==> src/rtl/microseq_next_state.sv <==
// rtl/microseq_next_state.sv - microprogram sequencer: control-state register and next-state select
//
// Purpose: holds the current control state of the multicycle MIPS control unit and
// chooses the next state once per cycle from the decoded microinstruction, the
// instruction encoder's dispatch target, and datapath/memory status.
//
// Optional feature: define SEQ_WAIT_TIMEOUT_EN to build the wait watchdog, which
// forces a return to RESET_STATE after TIMEOUT consecutive holding cycles.
//
// Ports:
//   i_clk        clock, rising edge
//   i_reset      synchronous, active-high reset
//   i_n_sel      next-state source select (0..7)
//   i_s_sel      condition source: 0 moc, 1 cond, 2 const 0, 3 const 1
//   i_inv        inverts the selected condition
//   i_cr         literal next-state field
//   i_enc_state  dispatch target from the instruction encoder
//   i_moc        memory operation complete
//   i_cond       datapath branch/condition flag
//   o_state      current state, fed to the microstore
//   o_illegal    sticky: a computed next state was >= NUM_STATES
//   o_timeout    sticky: watchdog fired (0 when the watchdog is not built)

module microseq_next_state #(
  parameter int STATE_W     = 7,
  parameter int NUM_STATES  = 56,
  parameter int RESET_STATE = 0,
  parameter int TIMEOUT     = 255
) (
  input  logic               i_clk,
  input  logic               i_reset,
  input  logic [2:0]         i_n_sel,
  input  logic [1:0]         i_s_sel,
  input  logic               i_inv,
  input  logic [STATE_W-1:0] i_cr,
  input  logic [STATE_W-1:0] i_enc_state,
  input  logic               i_moc,
  input  logic               i_cond,
  output logic [STATE_W-1:0] o_state,
  output logic               o_illegal,
  output logic               o_timeout
);

  // Candidates are carried one bit wider so the incrementer carry-out is range-checked.
  localparam logic [STATE_W:0]   LP_NUM   = (STATE_W+1)'(NUM_STATES);
  localparam logic [STATE_W-1:0] LP_RESET = STATE_W'(RESET_STATE);

  logic [STATE_W-1:0] r_state;
  logic               r_illegal;

  logic               w_src;
  logic               w_c;
  logic [STATE_W:0]   w_inc;
  logic [STATE_W:0]   w_cand;
  logic               w_hold;
  logic               w_range_bad;
  logic               w_wd_fire;
  logic [STATE_W-1:0] w_next;

  // Next-state selection
  always_comb begin
    w_src = 1'b0;
    case (i_s_sel)
      2'd0: w_src = i_moc;
      2'd1: w_src = i_cond;
      2'd2: w_src = 1'b0;
      2'd3: w_src = 1'b1;
      default: w_src = 1'b0;
    endcase
    w_c   = w_src ^ i_inv;
    w_inc = {1'b0, r_state} + 1'b1;

    w_cand = {1'b0, r_state};
    case (i_n_sel)
      3'd0: w_cand = {1'b0, i_enc_state};
      3'd1: w_cand = {1'b0, LP_RESET};
      3'd2: w_cand = {1'b0, i_cr};
      3'd3: w_cand = w_inc;
      3'd4: w_cand = w_c ? {1'b0, i_cr} : w_inc;
      3'd5: w_cand = w_c ? w_inc : {1'b0, r_state};
      3'd6: w_cand = w_c ? {1'b0, i_enc_state} : w_inc;
      3'd7: w_cand = w_c ? {1'b0, i_cr} : {1'b0, LP_RESET};
      default: w_cand = {1'b0, r_state};
    endcase

    // Only an unsatisfied wait counts as holding; it is what the watchdog watches.
    w_hold      = (i_n_sel == 3'd5) && !w_c;
    w_range_bad = (w_cand >= LP_NUM);
    w_next      = (w_range_bad || w_wd_fire) ? LP_RESET : w_cand[STATE_W-1:0];
  end

`ifdef SEQ_WAIT_TIMEOUT_EN
  localparam int CNT_W = ($clog2(TIMEOUT + 1) > 8) ? $clog2(TIMEOUT + 1) : 8;

  logic [CNT_W-1:0] r_wait_cnt;
  logic             r_timeout;

  // r_wait_cnt counts holding cycles already completed, so the current holding
  // cycle is number r_wait_cnt+1; the watchdog fires on the TIMEOUT-th one.
  assign w_wd_fire = w_hold && (r_wait_cnt == CNT_W'(TIMEOUT - 1));

  always_ff @(posedge i_clk) begin
    if (i_reset) begin
      r_wait_cnt <= '0;
      r_timeout  <= 1'b0;
    end else begin
      if (!w_hold || w_wd_fire) begin
        r_wait_cnt <= '0;
      end else begin
        r_wait_cnt <= r_wait_cnt + 1'b1;
      end
      if (w_wd_fire) begin
        r_timeout <= 1'b1;
      end
    end
  end

  assign o_timeout = r_timeout;
`else
  assign w_wd_fire = 1'b0;
  assign o_timeout = 1'b0;
`endif

  // State register and sticky range flag
  always_ff @(posedge i_clk) begin
    if (i_reset) begin
      r_state   <= LP_RESET;
      r_illegal <= 1'b0;
    end else begin
      r_state <= w_next;
      if (w_range_bad) begin
        r_illegal <= 1'b1;
      end
    end
  end

  // Outputs
  always_comb begin
    o_state   = r_state;
    o_illegal = r_illegal;
  end

endmodule

==> config.mk <==
export PLATFORM = sky130hd
export DESIGN_NAME = microseq_next_state
export DESIGN_NICKNAME = d
export VERILOG_FILES = /design/src/rtl/microseq_next_state.sv
export SDC_FILE = /design/constraint.sdc
export NUM_CORES = 1
export LEC_CHECK = 0
export CORE_MARGIN = 5
export CORE_UTILIZATION = 40
export DETAILED_ROUTE_END_ITERATION = 12
export PLACE_DENSITY = 0.7
export SYNTH_ARGS = -nofsm -noshare
export SYNTH_HDL_FRONTEND = slang
export SYNTH_SLANG_ARGS = --single-unit
==> constraint.sdc <==
create_clock -name i_clk -period 3.15 [get_ports i_clk]
set_clock_uncertainty 0.05 [all_clocks]
set_input_delay 0.63 -clock i_clk [delete_from_list [all_inputs] [get_ports i_clk]]
set_output_delay 0.63 -clock i_clk [all_outputs]
set_load 0.01 [all_outputs]
======== After elaboration in Yosys (flattened, before gate mapping) ========
Index checks and enable logic that the tools add are counted.
cells by class
  order comparisons ....................... 1
  $add $sub $neg .......................... 1
  bitwise operators ....................... 1
  mux-type cells .......................... 6
  reductions and logical operators ........ 3
  equality and inequality tests ........... 10
operators by type and width
  operator               number
  $pmux W8 S8            1
  $mux W8                3
  $eq A3 B3 Y1 const B   4
  $add A7 B1 Y8 const B  1
  $ge A8 B6 Y1 const B   1
  $mux W7                1
  $eq A3 B2 Y1 const B   2
  $eq A2 B2 Y1 const B   2
  $pmux W1 S4            1
  $eq A3 B1 Y1 const B   1
  $logic_not A3 Y1       1
  $eq A2 B1 Y1 const B   1
  $logic_not A2 Y1       1
  $reduce_or A2 Y1       1
  $xor A1 B1 Y1          1
storage, ports and cells
  input bits .............................. 24
  logic and storage cells ................. 24
  output and inout bits ................... 9
  register bits after elaboration ......... 8

======== Longest topological paths before layout ========
  depth after elaboration ................. 7
  depth in mapped cells ................... 9
  depth with buffers taken out ............ 8

======== Least setup slack after synthesis ========
No wires, ideal clock.
  path type ............................... input -> register
  start ................................... input port i_s_sel[1]
  end ..................................... register r_illegal, in the netlist o_illegal
  buffers on the path ..................... 1
  slack ................................... 0.703 ns
  stages .................................. 8
  arrival ................................. 2.278 ns
  data required time ...................... 2.980 ns
  setup time .............................. 0.120 ns
  cell sequence ........................... o21a_1 > or3_1 > buf_2 > a32o_1 > and2_4 > o31ai_4 > nor3_2 > o31a_1
between the ends
  longest elaborated chain between the ends .. 6
  elaborated cells on any way between the ends .. 12
  classes of those cells .................. order compare: 1; eq/ne: 3; mux: 6; bitwise: 1; reduce/logical: 1
ends and longest elaborated chain
  element                               RTL line  RTL
  start: declaration                    33        input logic [1:0] i_s_sel,
  $eq A2 B2 Y1 (tied with other cells)  63        case (i_s_sel)
  $pmux W1 S4 (*)                       63
  $xor A1 B1 Y1 (*)                     70        w_c = w_src ^ i_inv;
  $mux W7 (tied with other cells)       82        3'd7: w_cand = w_c ? {1'b0, i_cr} : {1'b0, LP_RESET};
  $pmux W8 S8 (*)                       74        case (i_n_sel)
  $ge A8 B6 Y1 (*)                      88        w_range_bad = (w_cand >= LP_NUM);
  end signal: assignment                128       r_illegal <= 1'b0;
  end signal: assignment                132       r_illegal <= 1'b1;
  end: declaration                      49        logic r_illegal;
Every way passes the cells marked *; elsewhere a longest branch is shown, timed or not.
A chain may end at the register's enable or synchronous reset.

======== Worst setup path in the final report ========
  start ................................... input port i_s_sel[1]
  end ..................................... register r_state[2], in the netlist o_state[2]
between the ends
  longest elaborated chain between the ends .. 7
  elaborated cells on any way between the ends .. 13
  classes of those cells .................. order compare: 1; eq/ne: 3; mux: 6; bitwise: 1; reduce/logical: 2
ends and longest elaborated chain
  element                               RTL line  RTL
  $eq A2 B2 Y1 (tied with other cells)  63
  $pmux W1 S4 (*)                       63
  $xor A1 B1 Y1 (*)                     70
  $mux W7 (tied with other cells)       82
  $pmux W8 S8 (*)                       74
  $ge A8 B6 Y1                          88
  $reduce_or A2 Y1 (no source line)     n/a
  end signal: assignment                130       r_state <= w_next;
  end: declaration                      48        logic [STATE_W-1:0] r_state;
Marked as above.

==> flow_metrics.tcl <==
set metrics [dict create \
    status "finished clean" \
    grtUsageMet2 0.373 \
    fp.dieW_um 61.2 \
    cap_violations 0 \
    antenna_found_initial 0 \
    grt_first_pass_wirelength_um 6240 \
    area_delta_synth_final_pct 43.7 \
    row_count 18 \
    rsz0062_at_grt "false" \
    seq_area_sq_um 160 \
    max_freq_mhz 349 \
    die_area_sq_mm 0.00374 \
    drt_iter0_drc 120 \
    cp-end-kind "register" \
    final_cell_mix "clkdlybuf4s50_1 (31), buf_4 (18), nand2_1 (17)" \
    htreeDepth 1 \
    post-dp-hpwl_um 3000 \
    clock-sinks 8 \
    synth_edf_count 0 \
    ys.flop_type "dfxtp_1" \
    pin_count 33 \
    synth-simple-area-share 0.363 \
    global_route.usage.met3 0.0335 \
    cp-start-kind "primary input" \
    min_period_ps 2870 \
    p_per_area_mw_per_mm2 270 \
    async_reset_ff_frac 0 \
    postCtsResizedCells 0 \
    multiInputGateArea_sq_um 821 \
    via_count 1398 \
    grt_max_degree 19 \
    core_area_sq_mm 0.00250 \
    ctsRootBufferMaster "clkbuf_4" \
    layout_commonest_cell "clkdlybuf4s50_1" \
    netlist_area_sq_mm 0.00105 \
    antenna_left 0 \
    p_leak_nw 0.587 \
    synth_top_area_frac 0.153 \
    die_y_um 61.2 \
    cts_inserted_buffers 3 \
    drv_slew 0 \
    hp-class "register to register" \
    nNetsFinal 220 \
    firstDrtPassIters 4 \
    arrival_ps 2950 \
    cts_hold_buf 0 \
    ys_types 56 \
    synth_top_family_by_area "simple AND/OR/NAND/NOR gates" \
    setup_viol 0 \
    rrSetupSlack_ps 770 \
    busiest_layer "met2" \
    use_met1 0.293 \
    drcViolationCount 0 \
    path_max_fanout 4 \
    ir_worst_vdd_mv 0.198 \
    critPathRequiredTime_ps 3240 \
    synth_xor_xnor_area_share 0.0335 \
    synth-seq-cells 8 \
    viasPerCell 6.27 \
    fin_tns_setup_ps 0 \
    grt_use_total 0.222 \
    routed_wl_um 3860 \
    dp.cells 220 \
    synthAdderAreaFrac 0.0215 \
    hold_viol_final 0 \
    synth.area.top_cells "dfxtp_1 (15%), nand2_1 (6.1%), nor2_1 (4.7%), nor3_1 (4.3%), nand4_1 (4.2%)" \
    wire_per_inst_um 17.3 \
    clk_pin_slew_worst_paths_ps 60 \
    post-route-period-util 0.910 \
    gp_congestion 0.971 \
    n_antenna_cell 0 \
    seq_area_frac_synth 0.153 \
    first_global_vias 1302 \
    crit_type "primary input to register" \
    layout.cells.non_filler 223 \
    numPortBuffers 31 \
    syn_avg_cell_area_sq_um 6.94 \
    muxShareOfSynthArea 0.0597 \
    yosys_warnings 0 \
    drive_above_1_share 0.140 \
    nFillCells 232 \
    post_cts.repair.setup_buffers 0 \
    initial_core_util 0.419 \
    synth_compound_area_frac 0.299 \
    cts_tree "built" \
    clk_latency_ps 260 \
    synth_largest_area_cell "dfxtp_1" \
    cts_max_path_buffers 2 \
    synth_cells 151 \
    grt_overflow 0 \
]
Yosys cell counts, types with 2 or more instances:
cell,n
and2_0,2
mux2i_1,4
nand2_1,17
buf_2,2
a221oi_1,2
o21ai_0,6
nand4_1,7
nor2_1,13
a31oi_1,2
o221ai_1,2
and3_1,4
buf_4,2
inv_1,4
o21ai_1,2
mux2_2,2
xor2_1,2
nand3_1,6
xnor2_1,2
clkbuf_1,7
nor3_1,9
dfxtp_1,8
a32o_1,2
a21oi_1,6
nor2b_1,4
a211oi_1,3
metrics by stage:
| stage | util | area (sq um) | power (W) | hold slack (ps) | setup slack [ps] |
|---|---|---|---|---|---|
| 6_report | 0.602 | 1510 | 0.000406 | 468 | 283 |
| 5_1_grt | 0.602 | 1510 | 0.000431 | 473 | 130 |
| 4_1_cts | 0.602 | 1510 | 0.000403 | 472 | 330 |
| 3_5_place_dp | 0.593 | 1480 | 0.000323 | 454 | 70.6 |
| 3_3_place_gp | 0.593 | 1480 | 0.000320 | 418 | 22.9 |
| 2_1_floorplan | - | 1050 | 0.000227 | 471 | 703 |
where the power goes:
part           internal (W)  switching [W]
combinational      0.000104      0.0000985
sequential         0.000110      0.0000127
clock             0.0000438      0.0000377
final timing paths:
| check | startpoint | to | cells after the start |
|---|---|---|---|
| min reg2reg | o_illegal | o_illegal | 1 |
| max | i_s_sel[1] | o_state[2] | 8 |
| min | o_illegal | o_illegal | 1 |
| max reg2reg | o_state[2] | o_illegal | 8 |
routing by layer:
metal | vias to the layer above | wire (um) | part of all wire
li1 | 662 | - | -
met3 | 7 | 387 | 0.10
met5 | - | 0 | 0
met1 | 653 | 1630 | 0.42
met2 | 76 | 1810 | 0.47
met4 | 0 | 32 | 0.0083
area by class of cell:
| class | instances | share of cell area |
|---|---|---|
| Inverter | 5 | 0.0125 |
| Multi-Input combinational cell | 128 | 0.545 |
| Tap cell | 30 | 0.0249 |
| Sequential cell | 8 | 0.106 |
| Timing Repair Buffer | 49 | 0.296 |
| Clock buffer | 3 | 0.0150 |
kinds of logic after synthesis:
family | count (synthesis)
AOI/OAI and AO/OA | 41
xor gates and xnor gates | 4
adders and majority gates | 2
buffers and inverters | 16
DFF | 8
muxes | 6
other | 1
and+or+nand+nor | 73
sequential cells by signal (all words and copies together) (netlist names):
register   flops
o_illegal      1
o_state        7
worst max-delay path, cell delays in order:
cell and delay, ps:
clkdlybuf4s50_1 460, nor3b_1 340, or3_1 210, nand2_1 140, maj3_1 380, a221o_1 350, a221oi_1 360, nor3_1 70
(Power assumes the default switching activity.)
==> RTL edit 1: new RTL, same settings <==
Put a register stage on the output `o_state`, with the module's reset. The value now appears one clock later. The other outputs are not delayed to match.
--- a/src/rtl/microseq_next_state.sv
+++ b/src/rtl/microseq_next_state.sv
@@ -44,6 +44,8 @@
   // Candidates are carried one bit wider so the incrementer carry-out is range-checked.
   localparam logic [STATE_W:0]   LP_NUM   = (STATE_W+1)'(NUM_STATES);
   localparam logic [STATE_W-1:0] LP_RESET = STATE_W'(RESET_STATE);
+
+  logic [STATE_W-1:0] o_state_d;
 
   logic [STATE_W-1:0] r_state;
   logic               r_illegal;
@@ -136,8 +138,16 @@
 
   // Outputs
   always_comb begin
-    o_state   = r_state;
+    o_state_d = r_state;
     o_illegal = r_illegal;
+  end
+
+  always_ff @(posedge i_clk) begin
+    if (i_reset) begin
+      o_state <= '0;
+    end else begin
+      o_state <= o_state_d;
+    end
   end
 
 endmodule
Check against the original RTL: not equivalent (Yosys sat finds a counterexample within 4 cycles, from zero or initial values and one cycle with i_reset high).
==> RTL edit 1 against the original RTL <==
- critical endpoint is now o_state_d[3]
- total power is 22% higher
- count of clock-buffer cells in the layout stayed put
- cell area is 7.0% higher
- routed wire length is 9.3% lower
- synthesized area is 16% higher
- setup slack better by 0.071 ns
- sequential cell count is 7 higher
- clock power is 33% higher
==> RTL edit 1: results (changes against the original RTL) <==
outcome: complete, no violations (unchanged)
CP peak stage delay: 0.49 ns (was 0.46 ns)
asr flop ratio synth: 0 (unchanged)
FF-to-FF path depth: 8 (unchanged)
GPL Wtd Cong: 0.933 (was 0.971)
Worst-path clk slew: 0.08 ns (was 0.06 ns)
Pleak: 0.597 nW (was 0.587 nW)
worst min-delay path class: flop to flop (unchanged)
layout cells sized above 1: 0.127 (was 0.140)
WHS Path Cells: 1 (unchanged)
Routed WL: 3500 um (was 3860 um)
clk_lat worst skew: 0.29 ns (was 0.26 ns)
largest net degree at the start of global routing: 16 (was 19)
Nets: 223 (was 220)
post-DP HPWL: 2870 um (was 3000 um)
Worst Tran Pin Value: 0.546 ns
number of H-tree levels: 1 (unchanged)
pre-CTS setup slack: 0.0399 ns (was 0.0706 ns)
GRT Total Usage: 0.170 (was 0.222)
clock buffer depth: 2 (unchanged)
Num CTS Buffers: 3 (unchanged)
critical path arrival: 2.94 ns (was 2.95 ns)
largest cells by area after synthesis: dfxtp_1 25%, nor2b_1 5.1%, nand2_1 4.3% (was dfxtp_1 15%, nand2_1 6.1%, nor2_1 4.7%)
top cells by count, synth: 15 x dfxtp_1, 14 x nand2_1, 12 x nor2_1 (was 17 x nand2_1, 13 x nor2_1, 9 x nor3_1)
Cells after DPL: 226 (was 220)
number of global-route vias before repair: 1293 (was 1302)
yosys warns: 0 (unchanged)
Syn Area/Cell: 7.51 um2 (was 6.94 um2)
Via density: 5.94 (was 6.27)
Yosys cell types: 53 (was 56)
first-pass GRT wire length: 5710 um (was 6240 um)
Critical-path top delay cell: or3_1 (was clkdlybuf4s50_1)
First DRT Iteration DRCs: 71 (was 120)
cell family with most CP delay: compound AO/OA/AOI/OAI gates (was simple AND/OR/NAND/NOR gates)
VDD IR-drop max: 0.106 mV (was 0.198 mV)
via count: 1366 (was 1398)
Pre-antenna DRT Iters: 4 (unchanged)
sequential area share after synthesis: 0.247 (was 0.153)
Critical Path Fanout Max: 8 (was 4)
RTL edit 1: changes by cell type after synthesis, moves of 4 or more:
| cell | before | now |
|---|---|---|
| nor2b_1 | 4 | 10 |
| nand4_1 | 7 | 2 |
| clkbuf_1 | 7 | 2 |
| a21oi_1 | 6 | 10 |
| dfxtp_1 | 8 | 15 |
RTL edit 1: metrics by stage:
step / area [um2] / hold WS [ns]
2_1_floorplan: 1220 / 0.417
3_3_place_gp: 1580 / 0.429
3_5_place_dp: 1580 / 0.422
4_1_cts: 1610 / 0.449
5_1_grt: 1610 / 0.478
6_report: 1610 / 0.450
RTL edit 1: cells by family after synthesis:
| group | after synthesis | synth area share |
|---|---|---|
| simple gates | 73 | 0.335 |
| compound gates | 49 | 0.279 |
| flops | 15 | 0.247 |
| buf+inv | 14 | 0.0556 |
| xor+xnor | 5 | 0.0360 |
| mux | 4 | 0.0340 |
| fa+ha+maj | 1 | 0.0103 |
| other cells | 1 | 0.00308 |
RTL edit 1: area by class of cell:
| class | count | area [um2] |
|---|---|---|
| clock buffers | 3 | 22.5 |
| repair buffers | 39 | 370 |
| well taps | 33 | 41.3 |
| multi-input cells | 134 | 852 |
| inverters | 5 | 18.8 |
| flip-flops and latches | 15 | 300 |
| clock inverters | 1 | 5.00 |
| fillers | 295 | 1370 |
RTL edit 1: path summary, 6_finish.rpt:
| kind | from | endpoint | slack, ns |
|---|---|---|---|
| worst max register to register | o_state_d[0] | o_state_d[3] | 0.95 |
| worst min-delay path | o_illegal | o_illegal | 0.45 |
| worst min register to register | o_illegal | o_illegal | 0.45 |
| worst max-delay path | i_s_sel[1] | o_state_d[3] | 0.35 |
RTL edit 1: per-layer routing:
metal | part of all wire | vias to the layer above | track usage | routed length, um
li1 | - | 672 | - | -
met1 | 0.41 | 632 | 0.199 | 1450
met2 | 0.51 | 57 | 0.312 | 1800
met3 | 0.060 | 5 | 0.0188 | 209
met4 | 0.012 | 0 | 0.0699 | 42
met5 | 0 | - | 0 | 0
RTL edit 1: where the power goes:
group / total [mW] / switching [mW] / internal [mW]
clock: 0.108 / 0.0603 / 0.0473
sequential: 0.213 / 0.0119 / 0.201
combinational: 0.176 / 0.0885 / 0.0878
==> RTL edit 2: new RTL, same flow settings <==
Made on the original files. `STATE_W`: 7 -> 9.
--- a/src/rtl/microseq_next_state.sv
+++ b/src/rtl/microseq_next_state.sv
@@ -22,7 +22,7 @@
 //   o_timeout    sticky: watchdog fired (0 when the watchdog is not built)
 
 module microseq_next_state #(
-  parameter int STATE_W     = 7,
+  parameter int STATE_W     = 9,
   parameter int NUM_STATES  = 56,
   parameter int RESET_STATE = 0,
   parameter int TIMEOUT     = 255
Ports: changed (resized i_cr, i_enc_state and o_state); port bits go from 33 to 39. No check against the original RTL was run, so the function may have changed too.
==> RTL edit 2 against the original RTL <==
- sequential cell count up 2
- critical endpoint is now o_state[1]
- synthesized area up 33%
- critical path depth unchanged
- count of clock-buffer cells in the layout up 1
- hold slack worse by 0.029 ns
- cell area up 39%
- routed wire length up 32%
- total power up 26%
- setup slack worse by 0.15 ns
==> RTL edit 2: results (changes against the original RTL) <==
critical path arrival: 3.16 ns (was 2.95 ns)
pre-CTS setup slack: -0.158 ns (was 0.0706 ns)
number of global-route vias before repair: 1716 (was 1302)
Critical-path top delay cell: a2111oi_2 (was clkdlybuf4s50_1)
final hold slack: 0.439 ns (was 0.468 ns)
Critical Path Fanout Max: 6 (was 4)
clkbuf count: 4 (was 3)
crit share post-route: 0.958 (was 0.910)
outcome: complete, no violations (unchanged)
Global Route met1 Usage: 0.253 (was 0.293)
FF+latch count, synth: 10 (was 8)
GPL Wtd Cong: 0.944 (was 0.971)
largest net degree at the start of global routing: 15 (was 19)
sequential area share after synthesis: 0.143 (was 0.153)
GRT met3 Usage: 0.0567 (was 0.0335)
first-pass GRT wire length: 8050 um (was 6240 um)
GRT Total Usage: 0.204 (was 0.222)
Yosys cell types: 63 (was 56)
fillers: 333 (was 232)
P_comb: 0.248 mW (was 0.203 mW)
fraction of area in multi-input gates: 0.544 (was 0.545)
post-DP HPWL: 4060 um (was 3000 um)
First DRT Iteration DRCs: 108 (was 120)
Port Buffers: 37 (was 31)
largest cells by area after synthesis: dfxtp_1 14%, nand2_1 4.8%, a211oi_1 3.8% (was dfxtp_1 15%, nand2_1 6.1%, nor2_1 4.7%)
xor-xnor portion of the synthesized cell area: 0.0251 (was 0.0335)
[RTL edit 2: cell count changes after synthesis, sizes merged, moves of 3 or more]
cell | unedited run | this run
nor3 | 10 | 5
o211ai | 0 | 5
nand4 | 7 | 3
a2111oi | 0 | 3
a211oi | 4 | 7
a21boi | 0 | 3
and3 | 4 | 1
nand3 | 6 | 9
o22ai | 1 | 4
[RTL edit 2: routing by layer]
metal / up-vias / share of wire
met5: - / 0
met4: 0 / 0.019
met3: 12 / 0.075
met2: 74 / 0.47
met1: 825 / 0.43
li1: 886 / -
[RTL edit 2: what timing repair did]
| action | CTS | global route |
|---|---|---|
| endpoints found under the setup margin | 0 | 6 |
| hold buffers | 0 | 0 |
| gates resized for setup | 0 | 2 |
[RTL edit 2: path summary, 6_finish.rpt]
check                                start          to  depth (start not counted)
worst max register to register  o_state[0]  o_state[1]                          8
worst max-delay path            i_s_sel[1]  o_state[1]                          8
worst min-delay path             o_illegal   o_illegal                          1
worst min register to register   o_illegal   o_illegal                          1
